File: src/rtl/sipo_pkg.sv
// Shared types and constants for the framed SIPO receiver.
// Optional parity support is selected with SIPO_FRAME_RX_PARITY_EN.
package sipo_pkg;

  typedef enum logic [1:0] {
    IDLE   = 2'd0,
    DATA   = 2'd1,
    PARITY = 2'd2
  } state_e;

  localparam logic FRAME_START_BIT = 1'b1;

  // Even parity holds when the XOR over data plus parity bit is zero.
  function automatic logic even_parity_ok(input logic [32:0] v);
    return ((^v) == 1'b0);
  endfunction

endpackage

File: src/rtl/sipo_hold_reg.sv
// Single-entry valid/ready holding register with load, drain and sticky overrun.
module sipo_hold_reg #(
  parameter int DATA_W = 8
) (
  input  logic              clk,
  input  logic              rst,
  input  logic              i_load,
  input  logic [DATA_W-1:0] i_word,
  input  logic              i_ready,
  input  logic              i_ovf_clr,
  output logic [DATA_W-1:0] o_dout,
  output logic              o_valid,
  output logic              o_ovf
);

  logic [DATA_W-1:0] r_dout;
  logic              r_valid;
  logic              r_ovf;
  logic              w_drain;
  logic              w_accept;

  assign w_drain  = r_valid & i_ready;
  // A load fits when the entry is empty or is being drained on the same edge.
  assign w_accept = i_load & (~r_valid | i_ready);

  // Holding entry and sticky overrun flag; a new overrun wins over a clear.
  always_ff @(posedge clk or posedge rst) begin
    if (rst) begin
      r_dout  <= '0;
      r_valid <= 1'b0;
      r_ovf   <= 1'b0;
    end else begin
      if (w_accept) begin
        r_dout  <= i_word;
        r_valid <= 1'b1;
      end else if (w_drain) begin
        r_valid <= 1'b0;
      end else begin
        r_valid <= r_valid;
      end
      if (i_load && !w_accept) begin
        r_ovf <= 1'b1;
      end else if (i_ovf_clr) begin
        r_ovf <= 1'b0;
      end else begin
        r_ovf <= r_ovf;
      end
    end
  end

  assign o_dout  = r_dout;
  assign o_valid = r_valid;
  assign o_ovf   = r_ovf;

endmodule

File: src/rtl/sipo_frame_rx.sv
// Framed serial-to-parallel receiver: start bit, DATA_W bits LSB-first, optional
// even parity bit (SIPO_FRAME_RX_PARITY_EN), then a valid/ready holding register.
module sipo_frame_rx
  import sipo_pkg::*;
#(
  parameter int  DATA_W = 8,
  localparam int CNT_W  = $clog2(DATA_W) + 1
) (
  input  logic              clk,
  input  logic              rst,
  input  logic              si,
  output logic [DATA_W-1:0] dout,
  output logic              dout_valid,
  input  logic              dout_ready,
  output logic              busy,
  output logic              ovf,
  input  logic              ovf_clr,
  output logic              par_err
);

  state_e            r_state;
  state_e            w_state_nxt;
  logic [DATA_W-1:0] r_shift;
  logic [DATA_W-1:0] w_shift_nxt;
  logic [CNT_W-1:0]  r_cnt;
  logic [CNT_W-1:0]  w_cnt_nxt;
  logic              r_busy;
  logic              r_par_err;
  logic              w_par_err_nxt;
  logic              w_complete;
  logic [DATA_W-1:0] w_word;

  // Frame state register and assembly datapath.
  always_ff @(posedge clk or posedge rst) begin
    if (rst) begin
      r_state   <= IDLE;
      r_shift   <= '0;
      r_cnt     <= '0;
      r_busy    <= 1'b0;
      r_par_err <= 1'b0;
    end else begin
      r_state   <= w_state_nxt;
      r_shift   <= w_shift_nxt;
      r_cnt     <= w_cnt_nxt;
      r_busy    <= (w_state_nxt != IDLE);
      r_par_err <= w_par_err_nxt;
    end
  end

  // Next-state, shift and completion decode.
  always_comb begin
    w_state_nxt   = r_state;
    w_shift_nxt   = r_shift;
    w_cnt_nxt     = r_cnt;
    w_complete    = 1'b0;
    w_word        = r_shift;
    w_par_err_nxt = 1'b0;
    case (r_state)
      IDLE: begin
        if (si == FRAME_START_BIT) begin
          w_state_nxt = DATA;
          w_cnt_nxt   = '0;
        end else begin
          w_state_nxt = IDLE;
        end
      end
      DATA: begin
        w_shift_nxt = {si, r_shift[DATA_W-1:1]};
        w_cnt_nxt   = r_cnt + CNT_W'(1);
        if (r_cnt == CNT_W'(DATA_W - 1)) begin
`ifdef SIPO_FRAME_RX_PARITY_EN
          w_state_nxt = PARITY;
`else
          w_state_nxt = IDLE;
          w_complete  = 1'b1;
          w_word      = w_shift_nxt;
`endif
        end else begin
          w_state_nxt = DATA;
        end
      end
`ifdef SIPO_FRAME_RX_PARITY_EN
      PARITY: begin
        w_state_nxt = IDLE;
        if (even_parity_ok(33'({si, r_shift}))) begin
          w_complete = 1'b1;
        end else begin
          w_par_err_nxt = 1'b1;
        end
      end
`endif
      default: begin
        w_state_nxt = IDLE;
      end
    endcase
  end

  sipo_hold_reg #(
    .DATA_W (DATA_W)
  ) u_hold (
    .clk       (clk),
    .rst       (rst),
    .i_load    (w_complete),
    .i_word    (w_word),
    .i_ready   (dout_ready),
    .i_ovf_clr (ovf_clr),
    .o_dout    (dout),
    .o_valid   (dout_valid),
    .o_ovf     (ovf)
  );

  assign busy    = r_busy;
  assign par_err = r_par_err;

endmodule

File: config.mk
export PLATFORM = sky130hd
export DESIGN_NAME = sipo_frame_rx
export DESIGN_NICKNAME = d
export VERILOG_FILES = /design/src/rtl/sipo_pkg.sv /design/src/rtl/sipo_hold_reg.sv /design/src/rtl/sipo_frame_rx.sv
export SDC_FILE = /design/constraint.sdc
export NUM_CORES = 1
export LEC_CHECK = 0
export ABC_AREA = 0
export ABC_CLOCK_PERIOD_IN_PS = 1750
export CORE_MARGIN = 2
export CORE_UTILIZATION = 34
export DETAILED_ROUTE_END_ITERATION = 8
export PLACE_DENSITY = 0.66
export SLEW_MARGIN = 30
export SYNTH_ARGS = -nofsm -noshare
export SYNTH_HDL_FRONTEND = slang
export SYNTH_SLANG_ARGS = --single-unit
File: constraint.sdc
create_clock -name clk -period 1.75 [get_ports clk]
set_input_delay 0.525 -clock clk [delete_from_list [all_inputs] [get_ports clk]]
set_output_delay 0.525 -clock clk [all_outputs]
set_load 0.02 [all_outputs]
==> summary.md, run 1 <==
| Metric | Value |
|---|---|
| Outcome | finished, final reports clean |
| Cell family with most CP delay | flip-flops |
| Initial core utilization | between 30% and 40% |
| Final Cell Area | 1160 um^2 |
| IR drop worst, VDD | roughly 0.95 mV |
| Max-slew violations | 0 |
| Reg-to-reg slack, setup | 240 ps |
| Clock Tree Buf Depth | 2 |
| Hold Crit Depth | 1 |
| Fin crit share | 89.3% |
| Die Ht | 56.6 um |
| Critical path, cell by cell | dlygate4sd2_1 |
| Critical Path End Type | primary output |
| Cts hold-fix bufs | 0 |
| Final setup viols | 0 |
| Buffers on Ports | 15 |
| Clock sinks | 22 |
| Leading cell types in the layout, fill and taps excluded | dfrtp_1, dlygate4sd2_1, mux2_4, mux2_2, clkdlybuf4s50_1 |
| Pwr/cell area | between 1500 and 2000 nW/um^2 |
| Synth-to-layout area growth | 23.0% |
| Routed via count | 507 |
| CP Buf/Inv Count | 1 |
| TritonCTS Buffers | 3 |
| CP required | around 1200 ps |
| Synthesized area | 940 um^2 |
| Yosys warns | 0 |
| Post-Synthesis Cells | 60 |
| R2r worst-path depth | 5 |
| Critical path depth | 1 |
| Filler cells | approximately 250 |
| Largest net degree at the start of global routing | 23 |
| Max_cap viols | 0 |
| Setup CP Type | reg2out |
| #FFs+latches synth | 22 |
| Initial drt markers | 2 |
| HPWL Detailed | 929 um |
| Via density | 4.61 |
| DRT antenna net count | 0 |
| Critical Path AT | roughly 1000 ps |
| Clock slew at reported path FFs | roughly 120 ps |
| HP Start | r_cnt[3] |
| TritonRoute pass-1 iters | 3 |
| Fin crit period | 1560 ps |
| Die ar. | roughly 3200 um^2 |
| Synth Area per Inst | 15.7 um^2 |
| Nets@finish | 86 |
| CTS tree | yes |
| Seq/Total Area, Yosys | between 50% and 60% |
| CP startpoint kind | flop |
| Core Area | 2690 um^2 |
| Wire per inst | 12.4 um |
| First-pass GRT wire length | around 2400 um |
| Antenna diodes | 0 |
| Rows | 19 |
| Root buf cell | clkbuf_4 |
| P_leak | around 0.56 nW |
| Worst-path maximum fanout | 2 |
| CP max stage cell | dfrtp_1 |
| Worst R2R Start | r_cnt[0] |
| Drt drc | 0 |
| Fin. Hold Viols | 0 |
| Finished Core Util | a little over two fifths |
| Max Fclk | 0.640 GHz |
| Grt ovf | 0 |
| Area after DPL | approximately 1100 um^2 |
| Total wire length | 1360 um |
| Vias in the first global route | 555 |
| GPL Wtd Cong | roughly 0.68 |
| Critical Path Max Stage Delay | 410 ps |
| Syn Nets | 66 |
| Worst-skew pair later-pin latency | 300 ps |
| Type of the tightest min-delay check | reg2reg |
| Commonest non-fill, non-tap cell in the layout | dfrtp_1 |
| Post-Layout Cell Count | 110 |
| Placed Instances | 106 |
| Post-CTS Setup Inserts | 0 |
| Clock skew | 1.39 ps |
| Cell variety after synth | 23 |
| Share of layout cells above drive strength 1 | 34.2% |
| Die Width | 56.6 um |
| Boundary pin count | 17 |
| Initial antenna violation count | 0 |
| Gr usage total | 9.85% |
| Hold Path Sink | r_cnt[3] |
| H-tree Lvls | 1 |
| RSZ-0062 raised after global routing | no |
| R2r endpoint | u_hold.o_dout[4] |
| WHS | 489 ps |
power breakdown:
part	total (W)	leakage [nW]	internal (W)	switching [W]
Combinational	0.000976	0.280	0.000560	0.000417
Sequential	0.000924	0.263	0.000756	0.000168
Clock	0.000280	0.0210	0.000127	0.000153
Total	0.00218	0.563	0.00144	0.000738
synth_stat cells:
library cell / count / area (um^2)
a21oi_1: 1 / 5.00
a22o_1: 1 / 8.76
a22o_2: 1 / 10.0
buf_12: 1 / 20.0
buf_2: 2 / 10.0
buf_4: 1 / 7.51
conb_1: 1 / 3.75
dfrtp_1: 22 / 551
ha_1: 1 / 12.5
inv_1: 2 / 7.51
mux2_2: 8 / 90.1
mux2_4: 8 / 120
mux2i_1: 1 / 10.0
nand2_1: 1 / 3.75
nand2b_1: 1 / 6.26
nand3_1: 1 / 5.00
nand4_1: 1 / 6.26
nand4b_4: 1 / 23.8
nor2_1: 1 / 3.75
nor2b_1: 1 / 6.26
nor2b_4: 1 / 13.8
o22ai_1: 1 / 6.26
xor2_1: 1 / 8.76
cell families (layout without fill, tap and decap cells):
logic type | after synthesis | after routing | share of synthesized area (%)
and+or+nand+nor | 8 | 8 | 7.32
other | 1 | 1 | 0.399
xor gates and xnor gates | 1 | 1 | 0.932
buffers and inverters | 6 | 25 | 4.79
DFF | 22 | 22 | 58.6
adders and majority gates | 1 | 1 | 1.33
AOI/OAI and AO/OA | 4 | 4 | 3.20
muxes | 17 | 17 | 23.4
final cells by class:
cell class / count / area [um^2] / share of cell area (%)
clock buffers: 4 / 36.3 / 3.14
flip-flops and latches: 22 / 551 / 47.6
multi-input cells: 32 / 344 / 29.8
repair buffers: 19 / 179 / 15.5
well taps: 31 / 38.8 / 3.35
inverters: 2 / 7.51 / 0.649
repair_timing:
| action | in CTS | in global routing |
|---|---|---|
| setup endpoints to repair | 11 | 0 |
| gates resized for setup | 11 | 0 |
| hold endpoints to repair | 0 | 0 |
registers in the layout, summed over array words and instances (netlist names):
register        count
u_hold.o_dout       8
busy                1
u_hold.o_valid      1
r_shift             7
u_hold.o_ovf        1
r_cnt               4
routing by layer:
| metal | vias up | track usage [%] | wire length [um] | share of wire (%) |
|---|---|---|---|---|
| met2 | 15 | 15.0 | 566 | 42 |
| li1 | 245 | - | - | - |
| met3 | 0 | 5.30 | 98 | 7.2 |
| met4 | 0 | 1.02 | 0 | 0 |
| met5 | - | 0 | 0 | 0 |
| met1 | 247 | 12.9 | 697 | 51 |
metrics by stage:
stage / setup TNS (ps) / setup slack (ps) / power, W
global placement: -500 / -69.6 / 0.00198
floorplan: 0 / 302 / 0.00166
finish: 0 / 187 / 0.00218
detailed placement: -656 / -83.7 / 0.00201
CTS: 0 / 171 / 0.00221
global route: 0 / 122 / 0.00234
worst max-delay path by stage:
stage	startpoint	to	slack, ps
2_1_floorplan	busy	u_hold.o_dout[0]	300
3_3_place_gp	dout_ready	u_hold.o_dout[5]	-70
3_5_place_dp	dout_ready	u_hold.o_dout[3]	-80
4_1_cts	u_hold.o_dout[7]	dout[7]	170
5_1_grt	u_hold.o_dout[6]	dout[6]	120
6_report	u_hold.o_dout[7]	dout[7]	190
Power figures use the tool's default switching activity.
==> inputs of run 2 (changes only) <==
- RECOVER_POWER: default -> 50
- SKIP_CTS_REPAIR_TIMING: default -> 1
- SLEW_MARGIN: 30 -> default
==> summary.md, run 2 (same netlist as run 1, synthesis figures left out) <==
| Metric | Value |
|---|---|
| CP startpoint kind | flop |
| Clock skew | 2.04 ps (+0.642 ps) |
| Max Fclk | 0.660 GHz (+3.1%) |
| Initial antenna violation count | 0 (unchanged) |
| Die Width | 56.6 um (unchanged) |
| Nets@finish | 86 (unchanged) |
| CTS tree | yes |
| Critical Path Max Stage Delay | 420 ps (about the same) |
| Total wire length | 1360 um (about the same) |
| First-pass GRT wire length | 2430 um (+0.29%) |
| Leading cell types in the layout, fill and taps excluded | dfrtp_1, dlymetal6s2s_1, mux2_4, mux2_2 |
| Outcome | finished, final reports clean |
| Finished Core Util | 44.5% (+1.4 points) |
| Drt drc | 0 (unchanged) |
| Area after DPL | 1130 um^2 (unchanged) |
| Clock slew at reported path FFs | 120 ps (about the same) |
| WHS | 490 ps (+0.315 ps) |
| Share of layout cells above drive strength 1 | 34.2% (unchanged) |
| Rows | 19 (unchanged) |
| Die ar. | 3200 um^2 (unchanged) |
| Final Cell Area | 1190 um^2 (+3.4%) |
| Worst-path maximum fanout | 8 (+6) |
| Wire per inst | 12.4 um (about the same) |
| DRT antenna net count | 0 (unchanged) |
| Fin. Hold Viols | 0 (unchanged) |
| Type of the tightest min-delay check | reg2reg |
| Final setup margin | 235 ps (+47.2 ps) |
| IR drop worst, VDD | 0.953 mV (+0.50%) |
| Vias in the first global route | 562 (+1.3%) |
| Pwr/cell area | 1870 nW/um^2 (-0.72%) |
| Final setup viols | 0 (unchanged) |
| Cell family with most CP delay | flip-flops |
| Critical path, cell by cell | ha_1, nand4b_4, nor2b_4, buf_12, mux2_4 |
| Antenna diodes | 0 (unchanged) |
| GPL Wtd Cong | 0.680 (unchanged) |
| Post-Place Setup Slack | -83.7 ps (unchanged) |
| Root buf cell | clkbuf_4 |
| HPWL Detailed | 929 um (unchanged) |
| Fin crit period | 1520 ps (-47.2 ps) |
| CP required | 1950 ps (+730 ps) |
| Boundary pin count | 17 (unchanged) |
| Max_cap viols | 0 (unchanged) |
| Max-slew violations | 0 (unchanged) |
| Clock Tree Buf Depth | 2 (unchanged) |
| CP max stage cell | dfrtp_1 |
| TritonRoute pass-1 iters | 3 (unchanged) |
| Buffers on Ports | 15 (unchanged) |
| Relative slew slack | ~65% |
| Worst-skew pair later-pin latency | 300 ps (about the same) |
| Worst-margin pin slew | 530 ps |
| Grt ovf | 0 (unchanged) |
| Clock sinks | 22 (unchanged) |
| H-tree Lvls | 1 (unchanged) |
| Routed via count | 503 (-0.79%) |
| Gr usage total | 9.85% (unchanged) |
| CP Buf/Inv Count | 1 (unchanged) |
| RSZ-0062 raised after global routing | no |
| Die Ht | 56.6 um (unchanged) |
| Initial core utilization | 35.0% (unchanged) |
| Initial drt markers | 2 (unchanged) |
| Core Area | 2690 um^2 (unchanged) |
| P_leak | 0.661 nW (+17%) |
| Via density | 4.57 (-0.79%) |
| Filler cells | 236 (-4.8%) |
| Max reg flops | 8 (unchanged) |
| Commonest non-fill, non-tap cell in the layout | dfrtp_1 |
| Largest net degree at the start of global routing | 23 (unchanged) |
| Post-route setup TNS | 0 ps (unchanged) |
| Setup CP Type | reg2reg |
| Synth-to-layout area growth | 27.2% |
| Fin crit share | 86.6% (-2.7 points) |
| Critical Path End Type | flop |
| Critical Path AT | 1720 ps (+680 ps) |
| TritonCTS Buffers | 3 (unchanged) |
-- run 2: changes by cell type in the layout (fill, tap and decap cells not counted), sizes merged --
| cell | before | now |
|---|---|---|
| buf | 4 | 3 |
| clkbuf | 4 | 5 |
| clkdlybuf4s50 | 4 | 3 |
| dlygate4sd2 | 11 | 0 |
| dlygate4sd3 | 0 | 1 |
| dlymetal6s2s | 0 | 11 |
-- run 2: layer usage --
metal	vias to the layer above	global-route usage (%)	wire, um	share of wire (%)
li1	245	-	-	-
met1	243	13.0	686	50
met2	15	14.8	566	42
met3	0	5.30	110	8.1
met4	0	1.02	0	0
met5	-	0	0	0
-- run 2: worst register-to-register path, delay by kind of cell, from the launching register on --
| family | cells | cell delay (ps) |
|---|---|---|
| fa+ha+maj | 1 | 250 |
| mux | 1 | 300 |
| flops | 1 | 420 |
| buf+inv | 1 | 140 |
| simple gates | 2 | 310 |
-- run 2: final timing paths --
kind,from,endpoint,slack (ps),cells past startpoint
max in group asynchronous,rst,u_hold.o_dout[2],630,3
min reg2reg,r_cnt[3],r_cnt[3],490,1
max reg2reg,r_cnt[0],u_hold.o_dout[1],230,5
min,r_cnt[3],r_cnt[3],490,1
min in group asynchronous,rst,r_cnt[3],760,3
max,r_cnt[0],u_hold.o_dout[1],230,5
-- run 2: layout make-up --
| cell class | instances | area (um^2) | share of cell area [%] |
|---|---|---|---|
| clock buffers | 4 | 36.3 | 3.04 |
| inverters | 2 | 7.51 | 0.628 |
| multi-input cells | 32 | 344 | 28.8 |
| flip-flops and latches | 22 | 551 | 46.1 |
| well taps | 31 | 38.8 | 3.25 |
| repair buffers | 19 | 218 | 18.2 |
-- run 2: through the flow --
step / total power (W) / std cells
finish: 0.00224 / 110
global route: 0.00240 / 110
CTS: 0.00230 / 110
detailed placement: 0.00201 / 106
global placement: 0.00198 / 106
floorplan: 0.00166 / 60
-- run 2: report_power, final --
part / switching, W / internal [W]
Combinational: 0.000418 / 0.000618
Sequential: 0.000168 / 0.000756
Clock: 0.000151 / 0.000127
